File: src/rtl/ysyx_22040895_lsu.sv
`default_nettype none
// +----------------------------------------------------------------------------------------------+
// | Module   : ysyx_22040895_lsu                                                                  |
// | Brief    : Multi-cycle load/store unit with alignment check, byte strobes and load extension. |
// |            Optional watchdog enabled by defining YSYX_22040895_LSU_TIMEOUT_EN.                |
// | Revision : 1.0 - initial release                                                              |
// +----------------------------------------------------------------------------------------------+

module ysyx_22040895_lsu #(
  parameter int XLEN        = 64,
  parameter int TIMEOUT_CYC = 255
) (
  input  logic              clk,
  input  logic              rst,
  input  logic              in_valid,
  output logic              in_ready,
  input  logic [1:0]        in_sl,
  input  logic [1:0]        in_munit,
  input  logic              in_unsigned,
  input  logic [XLEN-1:0]   in_result,
  input  logic [XLEN-1:0]   in_wmdata,
  output logic              out_valid,
  input  logic              out_ready,
  output logic [XLEN-1:0]   out_wdata,
  output logic              out_exc,
  output logic [1:0]        out_cause,
  output logic              mem_req_valid,
  input  logic              mem_req_ready,
  output logic              mem_req_we,
  output logic [XLEN-1:0]   mem_req_addr,
  output logic [XLEN-1:0]   mem_req_wdata,
  output logic [XLEN/8-1:0] mem_req_wstrb,
  input  logic              mem_resp_valid,
  input  logic [XLEN-1:0]   mem_resp_rdata,
  input  logic              mem_resp_err
);

  localparam int STRB = XLEN / 8;
  localparam int OFFW = $clog2(STRB);

  typedef enum logic [1:0] {
    S_IDLE = 2'd0,
    S_REQ  = 2'd1,
    S_WAIT = 2'd2,
    S_DONE = 2'd3
  } state_t;

  state_t            state_q, state_d;
  logic [XLEN-1:0]   addr_q, addr_d;
  logic [XLEN-1:0]   bwdata_q, bwdata_d;
  logic [STRB-1:0]   strb_q, strb_d;
  logic              we_q, we_d;
  logic [XLEN-1:0]   wdata_q, wdata_d;
  logic              exc_q, exc_d;
  logic [1:0]        cause_q, cause_d;
  logic [1:0]        munit_q, munit_d;
  logic              uns_q, uns_d;
  logic [OFFW-1:0]   off_q, off_d;

  logic              w_is_mem;
  logic              w_misal;
  logic [OFFW-1:0]   w_in_off;
  logic [7:0]        w_bmask;
  logic [XLEN-1:0]   w_shift;
  logic [XLEN-1:0]   w_lmask;
  logic              w_sign;
  logic [XLEN-1:0]   w_ext;
  logic              w_timeout;

  assign w_is_mem = (in_sl == 2'b01) || (in_sl == 2'b10);
  assign w_in_off = in_result[OFFW-1:0];

  // A dword access cannot be performed on a 32-bit bus, so it is reported as misaligned.
  always_comb begin
    w_misal = 1'b0;
    w_bmask = 8'h01;
    case (in_munit)
      2'b00: begin w_misal = 1'b0;                                  w_bmask = 8'h01; end
      2'b01: begin w_misal = in_result[0];                          w_bmask = 8'h03; end
      2'b10: begin w_misal = |in_result[1:0];                       w_bmask = 8'h0F; end
      default: begin w_misal = (XLEN == 32) || (|in_result[2:0]); w_bmask = 8'hFF; end
    endcase
  end

  assign w_shift = mem_resp_rdata >> {off_q, 3'b000};

  always_comb begin
    w_lmask = '1;
    w_sign  = w_shift[XLEN-1];
    case (munit_q)
      2'b00:   begin w_lmask = XLEN'(8'hFF);         w_sign = w_shift[7];      end
      2'b01:   begin w_lmask = XLEN'(16'hFFFF);      w_sign = w_shift[15];     end
      2'b10:   begin w_lmask = XLEN'(32'hFFFF_FFFF); w_sign = w_shift[31];     end
      default: begin w_lmask = '1;                   w_sign = w_shift[XLEN-1]; end
    endcase
  end

  assign w_ext = (w_shift & w_lmask) | ((!uns_q && w_sign) ? ~w_lmask : '0);

`ifdef YSYX_22040895_LSU_TIMEOUT_EN
  localparam int CNTW = $clog2(TIMEOUT_CYC + 1);
  logic [CNTW-1:0] cnt_q;

  // REQ is only reachable from IDLE, so clearing in IDLE clears on entry to REQ.
  always_ff @(posedge clk or posedge rst) begin
    if (rst) begin
      cnt_q <= '0;
    end else if (state_q == S_IDLE) begin
      cnt_q <= '0;
    end else if ((state_q == S_REQ) || (state_q == S_WAIT)) begin
      cnt_q <= cnt_q + CNTW'(1);
    end
  end

  assign w_timeout = ((state_q == S_REQ) || (state_q == S_WAIT)) &&
                     (cnt_q == CNTW'(TIMEOUT_CYC - 1));
`else
  assign w_timeout = 1'b0;
`endif

  always_comb begin
    state_d  = state_q;
    addr_d   = addr_q;
    bwdata_d = bwdata_q;
    strb_d   = strb_q;
    we_d     = we_q;
    wdata_d  = wdata_q;
    exc_d    = exc_q;
    cause_d  = cause_q;
    munit_d  = munit_q;
    uns_d    = uns_q;
    off_d    = off_q;
    case (state_q)
      S_IDLE: begin
        if (in_valid) begin
          munit_d = in_munit;
          uns_d   = in_unsigned;
          off_d   = w_in_off;
          wdata_d = '0;
          exc_d   = 1'b0;
          cause_d = 2'b00;
          if (!w_is_mem) begin
            state_d = S_DONE;
            wdata_d = in_result;
          end else if (w_misal) begin
            state_d = S_DONE;
            exc_d   = 1'b1;
            cause_d = (in_sl == 2'b10) ? 2'b01 : 2'b10;
          end else begin
            state_d  = S_REQ;
            we_d     = (in_sl == 2'b01);
            addr_d   = {in_result[XLEN-1:OFFW], {OFFW{1'b0}}};
            bwdata_d = in_wmdata << {w_in_off, 3'b000};
            strb_d   = STRB'(w_bmask) << w_in_off;
          end
        end
      end
      S_REQ: begin
        if (w_timeout) begin
          state_d = S_DONE;
          exc_d   = 1'b1;
          cause_d = 2'b11;
        end else if (mem_req_ready) begin
          state_d = S_WAIT;
        end
      end
      S_WAIT: begin
        if (mem_resp_valid) begin
          state_d = S_DONE;
          if (mem_resp_err) begin
            exc_d   = 1'b1;
            cause_d = 2'b11;
            wdata_d = '0;
          end else begin
            wdata_d = we_q ? '0 : w_ext;
          end
        end else if (w_timeout) begin
          state_d = S_DONE;
          exc_d   = 1'b1;
          cause_d = 2'b11;
        end
      end
      default: begin
        if (out_ready) begin
          state_d = S_IDLE;
        end
      end
    endcase
  end

  always_ff @(posedge clk or posedge rst) begin
    if (rst) begin
      state_q  <= S_IDLE;
      addr_q   <= '0;
      bwdata_q <= '0;
      strb_q   <= '0;
      we_q     <= 1'b0;
      wdata_q  <= '0;
      exc_q    <= 1'b0;
      cause_q  <= 2'b00;
      munit_q  <= 2'b00;
      uns_q    <= 1'b0;
      off_q    <= '0;
    end else begin
      state_q  <= state_d;
      addr_q   <= addr_d;
      bwdata_q <= bwdata_d;
      strb_q   <= strb_d;
      we_q     <= we_d;
      wdata_q  <= wdata_d;
      exc_q    <= exc_d;
      cause_q  <= cause_d;
      munit_q  <= munit_d;
      uns_q    <= uns_d;
      off_q    <= off_d;
    end
  end

  assign in_ready      = (state_q == S_IDLE);
  assign out_valid     = (state_q == S_DONE);
  assign out_wdata     = wdata_q;
  assign out_exc       = exc_q;
  assign out_cause     = cause_q;
  assign mem_req_valid = (state_q == S_REQ);
  assign mem_req_we    = we_q;
  assign mem_req_addr  = addr_q;
  assign mem_req_wdata = bwdata_q;
  assign mem_req_wstrb = strb_q;

endmodule

`default_nettype wire

File: config.mk
export PLATFORM = sky130hd
export DESIGN_NAME = ysyx_22040895_lsu
export DESIGN_NICKNAME = d
export VERILOG_FILES = /design/src/rtl/ysyx_22040895_lsu.sv
export SDC_FILE = /design/constraint.sdc
export NUM_CORES = 1
export LEC_CHECK = 0
export BUFFER_PORTS_ARGS = -buffer_cell sky130_fd_sc_hd__buf_2
export CAP_MARGIN = 20
export CORE_ASPECT_RATIO = 2
export CORE_MARGIN = 4
export CORE_UTILIZATION = 51
export DETAILED_ROUTE_END_ITERATION = 10
export GPL_TIMING_DRIVEN = 0
export PLACE_DENSITY = 0.89
export SYNTH_ARGS = -nofsm -noshare
export SYNTH_HDL_FRONTEND = slang
export SYNTH_SLANG_ARGS = --single-unit
File: constraint.sdc
create_clock -name clk -period 7.45 [get_ports clk]
set_clock_uncertainty 0.2 [all_clocks]
set_input_delay 0.3725 -clock clk [delete_from_list [all_inputs] [get_ports clk]]
set_output_delay 0.3725 -clock clk [all_outputs]
set_load 0.01 [all_outputs]
; ---- After elaboration in Yosys (flattened, before gate mapping)
; Index checks and enable logic that the tools add are counted.
[classes]
n_addsub = 0
n_mul = 0
div_mod_pow = 0
n_lt_le_gt_ge = 0
eq_ne = 13
shift = 3
mux = 31
bitwise_logic = 4
reduce_logical = 15
[ops]
columns = cell, n
row1 = 2-to-1 mux 64 bit, 6
row2 = one-hot mux 64 bit (3 select lines), 1
row3 = one-hot mux 64 bit (2 select lines), 1
row4 = bitwise AND 64 bit, 1
row5 = inverter 64 bit, 1
row6 = bitwise OR 64 bit, 1
row7 = left shift 64 x 6 -> 64 bit, 1
row8 = right shift 64 x 6 -> 64 bit, 1
row9 = 2-to-1 mux 2 bit, 12
row10 = one-hot mux 8 bit (3 select lines), 1
row11 = AND reduction 4 bit, 3
row12 = "== test 2 bit, second input constant", 5
row13 = "== test 2 x 1 -> 1 bit, second input constant", 4
row14 = left shift 8 x 3 -> 8 bit, 1
row15 = logical NOT 2 bit, 3
row16 = "inequality test 2 bit, second input constant", 3
row17 = one-hot mux 1 bit (3 select lines), 2
row18 = one-hot mux 2 bit (3 select lines), 1
row19 = 2-to-1 mux 1 bit, 5
row20 = one-hot mux 2 bit (2 select lines), 1
row21 = nonzero test 4 bit, 1
row22 = AND reduction 3 bit, 1
row23 = OR reduction 3 bit, 1
row24 = "inequality test 2 x 1 -> 1 bit, second input constant", 1
row25 = other kinds (8), 8
[word_totals]
ff_bits = 209
latch_bits = 0
ram_bits = 0
mem_bits_ro = 0
in_bits = 204
output_inout_bits = 207
n_memories = 0

; ---- Logic depth before layout (Yosys ltp)
[depth]
ltp_word = 9
ltp_mapped = 10
ltp_nobuf = 7

; ---- Least setup slack after synthesis
; No wires, ideal clock.
[synth_path]
path_type = register -> register
startpoint = register state_q[0]
endpoint = register wdata_q[18] (netlist: out_wdata[18])
t_arrival_ns = 2.116
required_ns = 7.183
setup_slack_ns = 5.067
stages_incl_launch_ff = 11
cell_sequence = dfrtp_1 -> inv_1 -> ha_1 -> buf_4 -> or3b_1 -> buf_6 -> or3_1 -> nor3_2 -> a311o_2 -> buf_6 -> o221a_1
[synth_between]
elab_chain_cells = 3
elab_cells_between_ends = 7
[synth_rtl]
columns = item, line_no
row1 = from (decl), 48  ; state_t state_q, state_d;
row2 = from (signal assigned), 205  ; state_q <= state_d;
row3 = == test 2 bit or logical NOT 2 bit (tied branches), 133  ; case (state_q)
row4 = inequality test 2 bit (no source line) or nonzero test 2 bit (tied branches), --
row5 = AND reduction 3 bit (no source line), --
row6 = to (signal assigned), 210  ; wdata_q <= wdata_d;
row7 = to (decl), 53  ; logic [XLEN-1:0] wdata_q, wdata_d;
; Parallel ways exist; a longest one is shown, timed or not.
; A chain may end at the register's enable or synchronous reset.

; ---- Final worst setup path
[layout_path]
startpoint = register state_q[0]
endpoint = register addr_q[31] (netlist: mem_req_addr[31])
[layout_between]
elab_chain_cells = 2
[layout_rtl]
columns = item, line_no
row1 = logical NOT 2 bit, 133
row2 = AND reduction 4 bit (no source line), --
row3 = to (signal assigned), 206  ; addr_q <= addr_d;
row4 = to (decl), 49  ; logic [XLEN-1:0] addr_q, addr_d;
; No other way between the ends.

==> metrics <==
Final #Nets 2,062; outcome finished, final reports clean; Leak 7.983 nW; Final ANT Viol Nets 0; Slew Viols, Final 0; type of the worst min-delay path in2reg; most frequent cells in the layout 432 x buf_2, 364 x nand2_1, 209 x dfrtp_1, 112 x a21oi_1, 79 x mux2i_1; Placed Area 0.01432 mm²; share of the synthesized area in the top cell type 0.4403; total number of clock tree sinks 209; Post-DP HPWL 45.50 mm; die area 0.02594 mm²; # setup viols final 0; synth unique cells 55; ys flop type dfrtp_1; chip height 223.8 µm; Root Buffer clkbuf_16; post-synthesis cell count 1,352; core area 0.02284 mm²; RSZ-0062 raised after global routing no; post-CTS sizing 0; fin crit share 0.4493; pre-CTS WS 4196 ps; startpoint types register; Final Hold Violating Endpoints 0; power per cell area 399.8 mW/mm²; initial core utilization 0.5201; # H-tree levels 1; Core Rows 78; average cell area after synthesis 8.785 µm²; GRT Total Usage 0.4524; initial antenna violation count 3; IO Count 411; grt ovf 0; yosys warns 0; number of buffers added for setup after CTS 0; CTS Hold Bufs 71; share of layout cells above drive strength 1 0.2921; max_cap viols 0; Worst-path clk slew 80 ps; fin worst setup slack 4103 ps; Post-synth EDFFs 0; buffer depth of the longest clock path 3; fillers 1,814; worst skew pair latency 520 ps; R2R Setup Slk 4100 ps; WS Path Type reg2reg; most area-consuming cells after synthesis dfrtp_1 44%, nand2_1 12%, mux2i_1 6.7%; DR DRC count 0; synth-to-layout area growth 32.22%; post-layout min period 3347 ps; Relative slew margins 0.2913; CP Max Fanout 10; Hold Path Depth 3; CTS tree yes; critical path required time 7660 ps; largest area contributor in the netlist dfrtp_1; total wire length 59.77 mm; port buffer count 403; die width 115.9 µm; Vias/cell 6.245; final instance area 0.01571 mm²; most common cell after layout, fill and taps aside buf_2; CP endpoint kind register; wire length per cell 27.83 µm; vias in the first global route 14,130; first-pass GRT wire length 85.68 mm; register bit total from synthesis 209; Seq/Total Area, Yosys 0.4403; Hold WS 16.20 ps; Cell Area, Synth 0.01188 mm²; Via Count 13,414; cts bufs inserted 20; worst reg2reg path depth 9; global placer's final weighted congestion 1.024; CP arrival 3560 ps; router iterations before antenna repair 6; Slew @ Worst Pin 1059 ps; Max Freq 298.8 MHz; Iteration-0 DRC Markers 1,358; largest net degree at the start of global routing 91; asr flop ratio synth 1.000; VDD IR max 0.2982 mV
## flip-flops by register name (all words and copies together), names as in the netlist
name and cells:
out_exc 1, mem_req_addr 61, mem_req_wdata 64, state_q 2, mem_req_wstrb 8, uns_q 1, off_q 3, munit_q 2
mem_req_we 1, out_cause 2, out_wdata 64
## cell type report
| class | instances | area [µm²] | share of cell area |
|---|---|---|---|
| Timing Repair Buffer | 476 | 2783 | 0.1772 |
| Clock buffer | 28 | 591.8 | 0.03768 |
| Clock inverter | 8 | 82.58 | 0.005258 |
| Antenna cell | 2 | 5.005 | 0.0003187 |
| Tap cell | 280 | 350.3 | 0.02231 |
| Multi-Input combinational cell | 1016 | 6097 | 0.3882 |
| Inverter | 16 | 67.56 | 0.004302 |
| Sequential cell | 209 | 5230 | 0.3330 |
| Buffer | 113 | 498.0 | 0.03171 |
## worst max-delay path, stage by stage (launching register included)
cell and delay, ps:
dfrtp_1 410, inv_1 120, ha_1 270, nand2_1 110, clkbuf_1 240, nor3_1 370, clkbuf_1 710, clkbuf_1 440
nand2_1 110, nand2_1 250
## path summary, 6_finish.rpt
| path | startpoint | endpoint |
|---|---|---|
| max | state_q[0] | mem_req_addr[31] |
| min | in_munit[0] | munit_q[0] |
| max reg2reg | state_q[0] | mem_req_addr[31] |
| min reg2reg | mem_req_wdata[5] | mem_req_wdata[5] |
| max in group asynchronous | rst | out_wdata[6] |
| min in group asynchronous | rst | out_exc |
## power breakdown
part,switching (mW),internal (mW),total [mW]
registers,0.314,1.62,1.94
logic,2.05,1.22,3.27
clock network,0.478,0.598,1.08
total,2.84,3.44,6.28
## logic make-up after synthesis
family | share of synthesized area
DFF | 0.4403
other | 0.0003157
adders and majority gates | 0.006320
muxes | 0.1361
and+or+nand+nor | 0.1893
buffers and inverters | 0.04698
AOI/OAI and AO/OA | 0.1807
## synth_stat cells (3+ instances only)
cell type / count
a21oi_1: 112
nand2b_1: 11
o221a_1: 15
clkbuf_1: 69
o21a_1: 17
nand2_1: 364
mux4_2: 13
nor3_1: 7
nand4_1: 7
o211ai_1: 39
nand3_1: 18
ha_1: 6
nor2_1: 56
mux2i_1: 79
and3_1: 32
buf_2: 29
dfrtp_1: 209
o21ai_1: 32
a31oi_1: 7
inv_1: 13
a32oi_1: 8
buf_6: 3
o31ai_1: 31
nor2b_1: 6
o21ai_0: 51
o22ai_1: 4
buf_1: 8
o221ai_1: 8
buf_4: 4
and2_1: 17
mux2_2: 46
## per-layer routing
metal	vias to the layer above	GRT usage	routed length (µm)
met2	996	0.7753	29350
met1	6283	0.4005	16700
met4	4	0.4931	8540
li1	5743	-	-
met3	388	0.09570	5146
met5	-	0	26
## through the flow
stage          power (mW)  std cells  TNS (ps)    util
2_1_floorplan       3.715       1354         0       -
3_3_place_gp        4.937       2037   -202930  0.6241
3_5_place_dp        5.015       2039         0  0.6268
4_1_cts             6.119       2146         0  0.6875
5_1_grt             6.555       2147         0  0.6876
6_report            6.279       2148         0  0.6877
Note: power is estimated with default switching activity, not from simulation.
